File: config.mk
export PLATFORM = sky130hd
export DESIGN_NAME = daq_stream_receiver
export DESIGN_NICKNAME = d
export VERILOG_FILES = /design/src/rtl/daq_stream_receiver.sv
export SDC_FILE = /design/constraint.sdc
export NUM_CORES = 1
export LEC_CHECK = 0
export ABC_AREA = 1
export CORE_MARGIN = 5
export CORE_UTILIZATION = 45
export DETAILED_ROUTE_END_ITERATION = 8
export GPL_TIMING_DRIVEN = 0
export PLACE_DENSITY = 0.8
export SLEW_MARGIN = 20
export SYNTH_ARGS = -nofsm -noshare
export SYNTH_HDL_FRONTEND = slang
export SYNTH_SLANG_ARGS = --single-unit
export TNS_END_PERCENT = 5
File: constraint.sdc
create_clock -name Clk -period 4.1 [get_ports Clk]
set_input_delay 0.82 -clock Clk [delete_from_list [all_inputs] [get_ports Clk]]
set_output_delay 0.82 -clock Clk [all_outputs]
set_load 0.01 [all_outputs]
File: src/rtl/daq_stream_receiver.sv
// End-of-run consumer for the slave-DAQ stream: forwards words to the USB FIFO,
// recovers the trigger count from the FF45/CChh/llll/45FF tail and acknowledges AllDone.
//
// state  | meaning
// M_PAY  | payload, waiting for the tail head word
// M_HI   | head seen, expecting the tagged high-byte word
// M_LO   | high byte latched, next word is the low half
// M_END  | count complete, expecting the tail end word
// D_RUN  | run in progress, no AllDone pending
// D_WAIT | AllDone seen without a tail, timeout running
// D_ACK  | DataTransmitDone asserted until AllDone drops
module daq_stream_receiver #(
    parameter logic [15:0] DONE_TIMEOUT = 16'd1000,
    parameter logic [15:0] TAIL_HEAD    = 16'hFF45,
    parameter logic [15:0] TAIL_END     = 16'h45FF,
    parameter logic [7:0]  CNT_TAG      = 8'hCC
) (
    input  logic        Clk,
    input  logic        reset,
    input  logic [15:0] SlaveDaqData,
    input  logic        SlaveDaqData_en,
    input  logic        AllDone,
    output logic        DataTransmitDone,
    input  logic        ClearStatus,
    input  logic        UsbFifoFull,
    output logic [15:0] UsbData,
    output logic        UsbData_en,
    output logic [23:0] TrigCount,
    output logic        TrigCount_valid,
    output logic [15:0] WordCount,
    output logic        Overflow,
    output logic        TailMissing
);

    typedef enum logic [1:0] {M_PAY, M_HI, M_LO, M_END} match_t;
    typedef enum logic [1:0] {D_RUN, D_WAIT, D_ACK} hs_t;

    match_t      match_q, match_d;
    hs_t         hs_q, hs_d;
    logic [7:0]  hi_q, hi_d;
    logic [15:0] lo_q, lo_d;
    logic [15:0] timer_q, timer_d;
    logic        tail_seen_q, tail_seen_d;
    logic [15:0] usb_data_q, usb_data_d;
    logic        usb_en_q, usb_en_d;
    logic [23:0] trig_q, trig_d;
    logic        trig_valid_q, trig_valid_d;
    logic [15:0] word_cnt_q, word_cnt_d;
    logic        overflow_q, overflow_d;
    logic        tail_missing_q, tail_missing_d;
    logic        dtd_q, dtd_d;

    logic        tail_done;
    logic        timeout;
    logic        run_end;
    logic [15:0] word_base;

    always_comb begin
        match_d   = match_q;
        hi_d      = hi_q;
        lo_d      = lo_q;
        tail_done = 1'b0;
        if (SlaveDaqData_en) begin
            case (match_q)
                M_PAY: begin
                    if (SlaveDaqData == TAIL_HEAD) match_d = M_HI;
                end
                M_HI: begin
                    if (SlaveDaqData[15:8] == CNT_TAG) begin
                        hi_d    = SlaveDaqData[7:0];
                        match_d = M_LO;
                    end else if (SlaveDaqData != TAIL_HEAD) begin
                        match_d = M_PAY;
                    end
                end
                M_LO: begin
                    lo_d    = SlaveDaqData;
                    match_d = M_END;
                end
                M_END: begin
                    if (SlaveDaqData == TAIL_END) begin
                        tail_done = 1'b1;
                        match_d   = M_PAY;
                    end else if (SlaveDaqData == TAIL_HEAD) begin
                        match_d = M_HI;
                    end else begin
                        match_d = M_PAY;
                    end
                end
                default: match_d = M_PAY;
            endcase
        end
        trig_d       = tail_done ? {hi_q, lo_q} : trig_q;
        trig_valid_d = tail_done;
    end

    always_comb begin
        hs_d    = hs_q;
        timer_d = timer_q;
        dtd_d   = dtd_q;
        timeout = 1'b0;
        run_end = 1'b0;
        case (hs_q)
            D_RUN: begin
                if (AllDone) begin
                    if (tail_seen_q || tail_done) begin
                        hs_d  = D_ACK;
                        dtd_d = 1'b1;
                    end else begin
                        hs_d    = D_WAIT;
                        timer_d = DONE_TIMEOUT - 16'd1;
                    end
                end
            end
            D_WAIT: begin
                if (!AllDone) begin
                    hs_d = D_RUN;
                end else if (tail_done) begin
                    hs_d  = D_ACK;
                    dtd_d = 1'b1;
                end else if (timer_q == 16'd0) begin
                    timeout = 1'b1;
                    hs_d    = D_ACK;
                    dtd_d   = 1'b1;
                end else begin
                    timer_d = timer_q - 16'd1;
                end
            end
            D_ACK: begin
                if (!AllDone) begin
                    hs_d    = D_RUN;
                    dtd_d   = 1'b0;
                    run_end = 1'b1;
                end
            end
            default: hs_d = D_RUN;
        endcase
    end

    // A word or tail arriving in the closing cycle of the handshake belongs to the next run.
    always_comb begin
        usb_en_d       = SlaveDaqData_en && !UsbFifoFull;
        usb_data_d     = usb_en_d ? SlaveDaqData : usb_data_q;
        overflow_d     = (SlaveDaqData_en && UsbFifoFull) ? 1'b1 :
                         (ClearStatus ? 1'b0 : overflow_q);
        tail_missing_d = timeout ? 1'b1 : (ClearStatus ? 1'b0 : tail_missing_q);
        tail_seen_d    = tail_done ? 1'b1 : (run_end ? 1'b0 : tail_seen_q);
        word_base      = run_end ? 16'd0 : word_cnt_q;
        word_cnt_d     = word_base;
        if (SlaveDaqData_en && (word_base != 16'hFFFF)) word_cnt_d = word_base + 16'd1;
    end

    always_ff @(posedge Clk) begin
        if (reset) begin
            match_q        <= M_PAY;
            hs_q           <= D_RUN;
            hi_q           <= 8'd0;
            lo_q           <= 16'd0;
            timer_q        <= 16'd0;
            tail_seen_q    <= 1'b0;
            usb_data_q     <= 16'd0;
            usb_en_q       <= 1'b0;
            trig_q         <= 24'd0;
            trig_valid_q   <= 1'b0;
            word_cnt_q     <= 16'd0;
            overflow_q     <= 1'b0;
            tail_missing_q <= 1'b0;
            dtd_q          <= 1'b0;
        end else begin
            match_q        <= match_d;
            hs_q           <= hs_d;
            hi_q           <= hi_d;
            lo_q           <= lo_d;
            timer_q        <= timer_d;
            tail_seen_q    <= tail_seen_d;
            usb_data_q     <= usb_data_d;
            usb_en_q       <= usb_en_d;
            trig_q         <= trig_d;
            trig_valid_q   <= trig_valid_d;
            word_cnt_q     <= word_cnt_d;
            overflow_q     <= overflow_d;
            tail_missing_q <= tail_missing_d;
            dtd_q          <= dtd_d;
        end
    end

    assign UsbData          = usb_data_q;
    assign UsbData_en       = usb_en_q;
    assign TrigCount        = trig_q;
    assign TrigCount_valid  = trig_valid_q;
    assign WordCount        = word_cnt_q;
    assign Overflow         = overflow_q;
    assign TailMissing      = tail_missing_q;
    assign DataTransmitDone = dtd_q;

endmodule

==> results of run 1 <==
-- cell families after synthesis --
family | count (synthesis)
compound gates | 144
xor+xnor | 10
fa+ha+maj | 3
buf+inv | 122
flops | 106
simple gates | 319
-- routing by layer --
layer	global-route usage [%]	vias to the layer above
met2	32.6	138
met4	5.87	0
met5	0	-
met1	28.4	2217
li1	-	2484
met3	3.95	16
-- metrics by stage --
step | utilization (%) | total power (µW)
4_1_cts | 56.7 | 2140
3_3_place_gp | 54.9 | 1490
2_1_floorplan | - | 1370
5_1_grt | 56.7 | 2240
6_report | 56.7 | 2120
3_5_place_dp | 54.9 | 1490
-- state kept, by name, indices dropped and copies added (netlist names), named ones only --
register          count
tail_seen_q           1
TrigCount_valid       1
hi_q                  8
timer_q              16
UsbData              16
WordCount            16
match_q               1
TrigCount            24
UsbData_en            1
lo_q                 16
Overflow              1
hs_q                  2
DataTransmitDone      1
TailMissing           1
-- Yosys cell counts --
cell | number | area share, %
nand3b_1 | 1 | 0.15
buf_6 | 3 | 0.68
o21ai_0 | 46 | 4.6
nand4_1 | 12 | 1.5
inv_1 | 86 | 6.5
nand2_2 | 3 | 0.38
nor4_2 | 1 | 0.25
buf_2 | 2 | 0.20
nor3_1 | 3 | 0.30
a21oi_1 | 58 | 5.8
a211oi_1 | 25 | 3.8
inv_2 | 1 | 0.075
nand2_1 | 128 | 9.7
clkbuf_1 | 27 | 2.0
o21ai_4 | 1 | 0.33
nor4_1 | 1 | 0.13
nand4_4 | 1 | 0.43
nand3_4 | 1 | 0.35
ha_1 | 3 | 0.76
nor2_2 | 2 | 0.25
nor2_4 | 3 | 0.68
a21oi_2 | 2 | 0.35
dfxtp_1 | 106 | 43
a31oi_1 | 8 | 1.0
nor2_1 | 104 | 7.9
buf_4 | 2 | 0.30
o21ai_1 | 1 | 0.10
xor2_1 | 9 | 1.6
buf_1 | 1 | 0.075
nand3_2 | 3 | 0.60
nor3_2 | 2 | 0.40
nand3_1 | 54 | 5.4
xnor2_1 | 1 | 0.18
o21bai_1 | 1 | 0.15
o21a_1 | 1 | 0.15
o211ai_1 | 1 | 0.15
-- how the worst max path moves through the flow --
stage,start,endpoint,cells past startpoint
after floorplan,AllDone,WordCount[0]$_SDFF_PP0_,16
after global placement,AllDone,WordCount[6]$_SDFF_PP0_,17
after detailed placement,AllDone,WordCount[8]$_SDFF_PP0_,16
after CTS,AllDone,WordCount[8]$_SDFF_PP0_,16
after global routing,AllDone,WordCount[4]$_SDFF_PP0_,16
final,AllDone,WordCount[5]$_SDFF_PP0_,16
-- layout make-up --
type,instances,area share [%]
tap,140,2.85
timing repair buffer,81,13.2
inverter,87,5.31
buffer,35,2.67
sequential,106,34.5
multi-input combinational,476,38.3
clock buffer,10,2.08
clock inverter,6,1.02
-- power breakdown --
part	leakage, µW	switching, µW	internal [µW]
logic	0.00154	236	141
registers	0.000861	32.7	1070
clock network	0.0000987	405	242
-- worst register-to-register path: stages (launching register included) --
cell and delay (ns):
dfxtp_1 0.35, inv_1 0.08, nand3_2 0.09, buf_6 0.17, buf_4 0.19, buf_2 0.25
nand2_1 0.07, inv_1 0.08, ha_1 0.26, nand4_4 0.14, inv_1 0.14, nand2_2 0.12
o21ai_4 0.26, buf_6 0.18, nand2_1 0.06, a21oi_1 0.13
==> impl_metrics.csv, run 1 <==
group,metric,value,unit
finish,fin_area,6140,µm²
worst_hold_path,whs_endpoint,"TrigCount[6]$_SDFFE_PP0P_",
clock_tree,htreeDepth,3,
setup_path,reg2reg_to,"WordCount[5]$_SDFF_PP0_",
global_route,grt_pass1_wl,22.0,mm
timing,finalCriticalPeriod,3.29,ns
yosys,synth_mux_area_share,0,%
power,p_per_area,346,nW/µm²
yosys,ys_seq_area_share,42.7,%
yosys,synthSimpleGateAreaFrac,28.4,%
yosys,yosys.area_share.adder,0.755,%
setup_path,worstPathMaxFanout,10,
detailed_routing,ant_nets,0,
yosys,synth_top_family_by_area,"simple AND/OR/NAND/NOR gates",
die,dieWidth,115,µm
clock_tree,ctsHoldBuffers,0,
power,vdd_ir_drop_max,0.244,mV
clock_tree,cts_tree,"done",
setup_path,crit_required,4.41,ns
yosys,syn_inst,704,
yosys,synth_cell_types,36,
timing,hold_violations,0,
setup_path,ff2ff_path_depth,15,
die,placementRows,38,
setup_path,reg2reg_slack,1.48,ns
finish,diodes,0,
global_route,antenna_found_initial,0,
yosys,synth-compound-area-share,16.5,%
yosys,synthXorXnorAreaFrac,1.76,%
clock_tree,root_buffer,"clkbuf_8",
worst_hold_path,hold_depth,2,
setup_path,cp_top_family,"buffers and inverters",
finish,regArea,2120,µm²
power,p_leak,0.00250,µW
clock_tree,post_cts_buffers,0,
finish,layout_commonest_cell,"nand2_1",
clock_tree,clock_latency,0.38,ns
die,die-area,13200,µm²
setup_path,slowest_delay,0.57,ns
yosys,syn_avg_cell_area,7.06,µm²
yosys,synth_area,4970,µm²
timing,whs,0.464,ns
setup_path,crit_chain,"clkdlybuf4s50_1 -> inv_2 -> nand3_2 -> buf_6 -> buf_4 -> buf_2 -> nand2_1 -> inv_1 -> ha_1 -> nand4_4 -> inv_1 -> nand2_2 -> o21ai_4 -> buf_6 -> nand2_1 -> a21oi_1",
finish,fillers,1068,
timing,rsz0062_at_grt,"false",
place,place.gp.congestion,0.859,
detailed_routing,drt_wl_total,13.1,mm
finish,drive_gt1_share,5.24,%
timing,drv_slew,0,
detailed_routing,drc,0,
setup_path,crit_path_start_kind,"primary input",
global_route,grt_max_degree,21,
clock_tree,clkSinkCount,106,
clock_tree,numCtsBuffers,9,
die,start_util,45.8,%
timing,fmax,304,MHz
timing,fin_crit_sh,80.3,%
run,drv_cap,0,
detailed_routing,wl_per_cell,13.9,µm
die,core,10800,µm²
timing,fin_skew,0.00988,ns
detailed_routing,vias,4855,
detailed_routing,route.met3.wl,837,µm
setup_path,arrival,3.60,ns
clock_tree,cts_resized,0,
finish,final_net_count,821,
place,port_buffers,81,
global_route,grt_use_total,20.5,%
finish,multi_input_area,2360,µm²
place,pre_cts_ws,0.439,ns
clock_tree,clk_path_buf_depth,2,
place,placed_area,5950,µm²
timing,finalSetupViolations,0,
finish,layout_common_cells,"nand2_1 (128), dfxtp_1 (106), nor2_1 (104)",
timing,relSlewSlack,54.5,%
finish,area_growth,23.7,%
global_route,overflow,0,
worst_hold_path,hp-class,"flop to flop",
detailed_routing,top_layer_used,"met4",
run_status,outcome,"completed",
setup_path,worstSetupEndpointType,"flop",
setup_path,reg2reg_from,"hs_q[0]$_SDFFE_PP0P_",
setup_path,slowest_stage,"clkdlybuf4s50_1",
yosys,synth.net_count,729,
setup_path,worst-setup-path-type,"primary input to flop",
detailed_routing,viasPerCell,5.16,
die,io_pins,83,
die,die_h,115,µm
setup_path,cp_num_buf_inv,8,
place,dp_hpwl,9.76,mm
yosys,ys_ff_latch,106,
yosys,yosysWarningCount,0,
clock_tree,clkTransAtPathRegs,0.11,ns
timing,worst_pin_slew,0.683,ns
detailed_routing,met2_length,5.87,mm
finish,final_cell_count_no_fill,941,
detailed_routing,wl_met1,6.17,mm
place,place_inst,925,
detailed_routing,dr.pass1.iters,4,
detailed_routing,initialDrtViolationCount,275,
timing,fin_tns_setup,0,ns
global_route,grt_pass1_vias,4623,
worst_hold_path,min_from,"TrigCount[6]$_SDFFE_PP0P_",
timing,layout_setup_ws,0.807,ns
Power figures use the tool's default switching activity.
==> inputs of run 2 (changes only) <==
==> constraint.sdc (replaced) <==
create_clock -name Clk -period 3.1 [get_ports Clk]
set_input_delay 0.62 -clock Clk [delete_from_list [all_inputs] [get_ports Clk]]
set_output_delay 0.62 -clock Clk [all_outputs]
set_load 0.01 [all_outputs]
==> run 2 against run 1 <==
Effect of this change:
- worst setup slack worse by 0.56 ns
- clock-buffer cell count did not move
- clock power increased by 32%
- first-iteration DRC count up 4.4%
- global-route usage stayed put
- wire length down 0.11%
- sequential share of layout area about the same
- flip-flop and latch count is the same
- non-clock buffer count is 1 lower
- register-to-register slack lost 0.76 ns
- clock skew is 0.00084 ns higher
- utilization barely moved
- critical path type unchanged
==> impl_metrics.csv, run 2 (synthesis results as in run 1) <==
group,metric,value,unit
die,core,10800,µm²
setup_path,reg2reg_from,"hs_q[0]$_SDFFE_PP0P_",
worst_hold_path,hp-class,"flop to flop",
timing,hold_violations,0,
finish,layout_common_cells,"nand2_1 (128), dfxtp_1 (106), nor2_1 (104)",
clock_tree,clk_path_buf_depth,2,
die,die-area,13200,µm²
power,power,2810,µW
setup_path,slowest_stage,"clkdlybuf4s50_1",
timing,finalSetupViolations,0,
clock_tree,clkTransAtPathRegs,0.11,ns
global_route,grt_pass1_wl,22.0,mm
setup_path,worstSetupEndpointType,"flop",
timing,drv_slew,0,
run_status,outcome,"completed",
setup_path,worst-setup-path-type,"primary input to flop",
place,place.gp.congestion,0.859,
worst_hold_path,min_from,"TrigCount[6]$_SDFFE_PP0P_",
die,die_h,115,µm
finish,drive_gt1_share,5.13,%
die,dieWidth,115,µm
detailed_routing,drc,0,
clock_tree,cts_tree,"done",
setup_path,critPathLaunch,"AllDone",
finish,diodes,0,
run,drv_cap,0,
clock_tree,clock_latency,0.38,ns
setup_path,worstPathMaxFanout,19,
clock_tree,root_buffer,"clkbuf_8",
setup_path,slowest_delay,0.57,ns
place,dp_hpwl,9.76,mm
finish,area_growth,23.6,%
global_route,grt_pass1_vias,4623,
detailed_routing,vias,4875,
detailed_routing,ant_nets,0,
detailed_routing,dr.pass1.iters,4,
setup_path,cp_top_family,"buffers and inverters",
clock_tree,ctsHoldBuffers,0,
place,port_buffers,81,
setup_path,crit_top_cell,"buf_6",
setup_path,arrival,3.17,ns
timing,rsz0062_at_grt,"false",
power,p_per_area,457,nW/µm²
power,vdd_ir_drop_max,0.320,mV
die,start_util,45.8,%
die,placementRows,38,
finish,fin_area,6140,µm²
detailed_routing,drt_wl_total,13.1,mm
global_route,grt_use_total,20.5,%
detailed_routing,initialDrtViolationCount,287,
finish,fillers,1069,
timing,finalCriticalPeriod,2.85,ns
finish,final_net_count,820,
setup_path,crit_required,3.41,ns
place,placed_area,5950,µm²
clock_tree,clkSinkCount,106,
finish,layout_commonest_cell,"nand2_1",
finish,largest_reg_flops,24,
setup_path,crit_chain,"clkdlybuf4s50_1 -> inv_2 -> nand3_2 -> buf_6 -> buf_6 -> nand2_1 -> inv_1 -> ha_1 -> nand4_4 -> inv_1 -> nand2_2 -> o21ai_4 -> buf_6 -> nand2_1 -> a21oi_1",
setup_path,crit_path_start_kind,"primary input",
timing,worst_pin_slew,0.676,ns
timing,fmax,351,MHz
clock_tree,htreeDepth,3,
detailed_routing,wl_per_cell,13.9,µm
clock_tree,numCtsBuffers,9,
global_route,overflow,0,
timing,fin_skew,0.0107,ns
timing,fin_crit_sh,92.0,%
power,p_leak,0.00250,µW
global_route,antenna_found_initial,0,
detailed_routing,viasPerCell,5.19,
die,io_pins,83,
timing,fin_tns_setup,0,ns
timing,relSlewSlack,54.9,%
global_route,grt_max_degree,21,
setup_path,cp_num_buf_inv,7,
[run 2: cell types whose count changed in the layout (fill, tap and decap cells not counted)]
cell   previous run  this run
buf_6             3         4
buf_4             2         1
buf_2             2         1
[run 2: what timing repair did]
item / 4_1_cts / 5_1_grt
setup buffers: 0 / 0
gates resized for setup: 0 / 1
setup endpoints to repair: 0 / 14
endpoints found under the hold margin: 0 / 0
[run 2: per-layer routing]
layer	wire length [µm]	share of wire, %	GRT usage, %
met1	6170	47	28.4
met2	5870	45	32.6
met3	821	6.3	3.95
met4	240	1.8	5.87
met5	0	0	0
[run 2: path summary, 6_finish.rpt]
path / slack [ns] / depth (start not counted) / end
setup reg to reg: 0.72 / 14 / WordCount[5]$_SDFF_PP0_
hold / removal: 0.46 / 2 / TrigCount[6]$_SDFFE_PP0P_
hold reg to reg: 0.46 / 2 / TrigCount[6]$_SDFFE_PP0P_
setup / recovery: 0.25 / 15 / WordCount[5]$_SDFF_PP0_
[run 2: final cells by class]
type                       count  area, µm²  share of cell area [%]
tap                          140        175                    2.85
clock buffer                  10        128                    2.08
timing repair buffer          81        811                    13.2
sequential                   106       2120                    34.5
buffer                        34        163                    2.65
inverter                      87        327                    5.32
multi-input combinational    476       2360                    38.4
clock inverter                 6       62.6                    1.02
[run 2: through the flow]
step	hold slack (ns)	std cells	util (%)	setup WS, ns
floorplan	0.441	704	-	0.598
global placement	0.444	925	54.9	-0.354
detailed placement	0.448	925	54.9	-0.361
CTS	0.467	941	56.7	0.0375
global route	0.489	940	56.7	0.0671
finish	0.464	940	56.7	0.247
[run 2: report_power, final]
| part | switching, µW | internal (µW) | total [µW] |
|---|---|---|---|
| combinational | 311 | 186 | 498 |
| clock | 537 | 320 | 857 |
| sequential | 43.0 | 1410 | 1460 |
[run 2: worst register-to-register path, delay by kind of cell, from the launching register on]
family                   cells  cell delay, ns
flip-flops                   1            0.35
adder cells (fa/ha/maj)      1            0.26
AO/OA/AOI/OAI                2            0.40
buffers and inverters        6            0.84
AND/OR/NAND/NOR              5            0.48
==> inputs of run 3 (changes only) <==
--- a/config.mk
+++ b/config.mk
@@ -8,10 +8,11 @@
 export ABC_AREA = 1
 export CORE_MARGIN = 5
 export CORE_UTILIZATION = 45
+export CTS_CLUSTER_SIZE = 16
 export DETAILED_ROUTE_END_ITERATION = 8
 export GPL_TIMING_DRIVEN = 0
 export PLACE_DENSITY = 0.8
-export SLEW_MARGIN = 20
+export SLEW_MARGIN = 30
 export SYNTH_ARGS = -nofsm -noshare
 export SYNTH_HDL_FRONTEND = slang
 export SYNTH_SLANG_ARGS = --single-unit
==> constraint.sdc (replaced) <==
create_clock -name Clk -period 2.8 [get_ports Clk]
set_input_delay 0.56 -clock Clk [delete_from_list [all_inputs] [get_ports Clk]]
set_output_delay 0.56 -clock Clk [all_outputs]
set_load 0.01 [all_outputs]
==> run 3 against run 2 <==
Effect of this change:
- register-to-register slack lost 0.18 ns
- final area is 0.43% higher
- critical path depth up 1
- global-route usage is 0.099 points lower
==> impl_metrics.csv, run 3 (synthesis results as in run 1) <==
group,metric,value,unit
timing,fin_crit_sh,81.6,%
global_route,overflow,0,
clock_tree,numCtsBuffers,9,
timing,finalSetupViolations,0,
finish,final_cell_count_no_fill,942,
power,seqPwrFrac,51.7,%
global_route,grt_use_total,20.4,%
setup_path,crit_required,3.05,ns
power,swShare,31.8,%
setup_path,worstPathMaxFanout,19,
die,dieWidth,115,µm
setup_path,worst-setup-path-type,"primary input to flop",
finish,final_net_count,822,
clock_tree,clk_path_buf_depth,2,
setup_path,ff2ff_path_depth,15,
setup_path,crit_path_start_kind,"primary input",
timing,finalCriticalPeriod,2.28,ns
finish,layout_common_cells,"nand2_1 (128), dfxtp_1 (106), nor2_1 (103)",
power,p_leak,0.00251,µW
clock_tree,clock_latency,0.38,ns
clock_tree,ctsHoldBuffers,0,
setup_path,reg2reg_from,"hs_q[0]$_SDFFE_PP0P_",
setup_path,endpoint,"WordCount[5]$_SDFF_PP0_",
power,p_int,2130,µW
finish,diodes,0,
clock_tree,htreeDepth,3,
die,core,10800,µm²
run_status,outcome,"completed",
worst_hold_path,hp-class,"flop to flop",
global_route,grt_max_degree,21,
timing,drv_slew,0,
timing,fin_skew,0.0107,ns
setup_path,reg2reg_slack,0.54,ns
detailed_routing,drt_wl_total,13.1,mm
die,placementRows,38,
detailed_routing,drc,0,
global_route,grt_pass1_wl,21.9,mm
detailed_routing,vias,4870,
finish,fillers,1063,
timing,hold_violations,0,
global_route,grt_pass1_vias,4622,
power,vdd_ir_drop_max,0.358,mV
timing,fmax,438,MHz
finish,area_growth,24.2,%
place,place_inst,925,
timing,rsz0062_at_grt,"false",
clock_tree,cts_tree,"done",
detailed_routing,initialDrtViolationCount,302,
place,port_buffers,81,
die,die-area,13200,µm²
setup_path,critPathLaunch,"AllDone",
timing,fin_tns_setup,0,ns
finish,drive_gt1_share,5.74,%
clock_tree,clkTransAtPathRegs,0.11,ns
die,die_h,115,µm
die,start_util,45.8,%
power,power_frac_comb,17.7,%
timing,worst_pin_slew,0.681,ns
global_route,antenna_found_initial,0,
detailed_routing,wl_per_cell,13.9,µm
clock_tree,root_buffer,"clkbuf_8",
place,place.gp.congestion,0.859,
setup_path,reg2reg_to,"WordCount[5]$_SDFF_PP0_",
clock_tree,clkSinkCount,106,
timing,relSlewSlack,54.6,%
power,switchingPower,990,µW
run,drv_cap,0,
place,dp_hpwl,9.76,mm
finish,largest_reg_flops,24,
finish,layout_commonest_cell,"nand2_1",
setup_path,worstSetupEndpointType,"flop",
timing,whs,0.464,ns
die,io_pins,83,
detailed_routing,ant_nets,0,
power,p_per_area,505,nW/µm²
setup_path,arrival,2.54,ns
detailed_routing,viasPerCell,5.17,
detailed_routing,dr.pass1.iters,5,
power,power_frac_clock,30.6,%
## run 3: worst max-delay path: stages
cell and delay [ns]:
dlymetal6s2s_1 0.18, inv_2 0.08, nand3_2 0.11, buf_6 0.17, buf_8 0.17, nand2_1 0.06
inv_1 0.07, ha_2 0.24, nand4_4 0.13, inv_1 0.14, nand2_2 0.12, nor2_2 0.16
nor2_4 0.07, buf_6 0.15, nand2_1 0.05, a21oi_1 0.06
## run 3: power groups by stage
stage                     clock [µW]  combinational [µW]  sequential (µW)
after floorplan                    0                 362             1640
final                            953                 553             1610
after detailed placement           0                 546             1640
after global placement             0                 538             1640
after global routing            1030                 632             1620
after CTS                        968                 549             1610
## run 3: area by class of cell
cell class | count | area, µm² | area share (%)
multi-input combinational | 476 | 2360 | 38.3
timing repair buffer | 83 | 828 | 13.4
buffer | 34 | 166 | 2.70
clock buffer | 10 | 128 | 2.07
inverter | 87 | 327 | 5.29
sequential | 106 | 2120 | 34.4
tap | 140 | 175 | 2.84
clock inverter | 6 | 62.6 | 1.01
## run 3: timing repair
| item | CTS | global route |
|---|---|---|
| pin swaps | 0 | 1 |
| endpoints found under the setup margin | 16 | 13 |
| resized for setup | 1 | 5 |
| setup buffers | 0 | 2 |
## run 3: worst min-delay path by stage
stage	startpoint	end	slack, ns	cells after the start
after floorplan	timer_q[1]$_SDFFE_PP0P_	timer_q[1]$_SDFFE_PP0P_	0.44	2
after global placement	TrigCount[6]$_SDFFE_PP0P_	TrigCount[6]$_SDFFE_PP0P_	0.44	2
after detailed placement	TrigCount[8]$_SDFFE_PP0P_	TrigCount[8]$_SDFFE_PP0P_	0.45	2
after CTS	TrigCount[8]$_SDFFE_PP0P_	TrigCount[8]$_SDFFE_PP0P_	0.47	2
after global routing	TrigCount[15]$_SDFFE_PP0P_	TrigCount[15]$_SDFFE_PP0P_	0.49	2
final	TrigCount[6]$_SDFFE_PP0P_	TrigCount[6]$_SDFFE_PP0P_	0.46	2
## run 3: routing by layer
layer  up-vias  share of wire [%]  global-route usage (%)
li1       2491                  -                       -
met1      2210                 46                    28.2
met2       153                 45                    32.5
met3        16                6.9                    3.95
met4         0                1.8                    5.87
met5         -                  0                       0
## run 3: through the flow
step,area (µm²),utilization (%),setup slack [ns],total power [µW]
after CTS,6140,56.7,0.0411,3130
after detailed placement,5950,54.9,-0.601,2190
after global routing,6170,56.9,0.370,3280
after floorplan,4970,-,0.358,2000
final,6170,56.9,0.516,3120
after global placement,5950,54.9,-0.594,2180
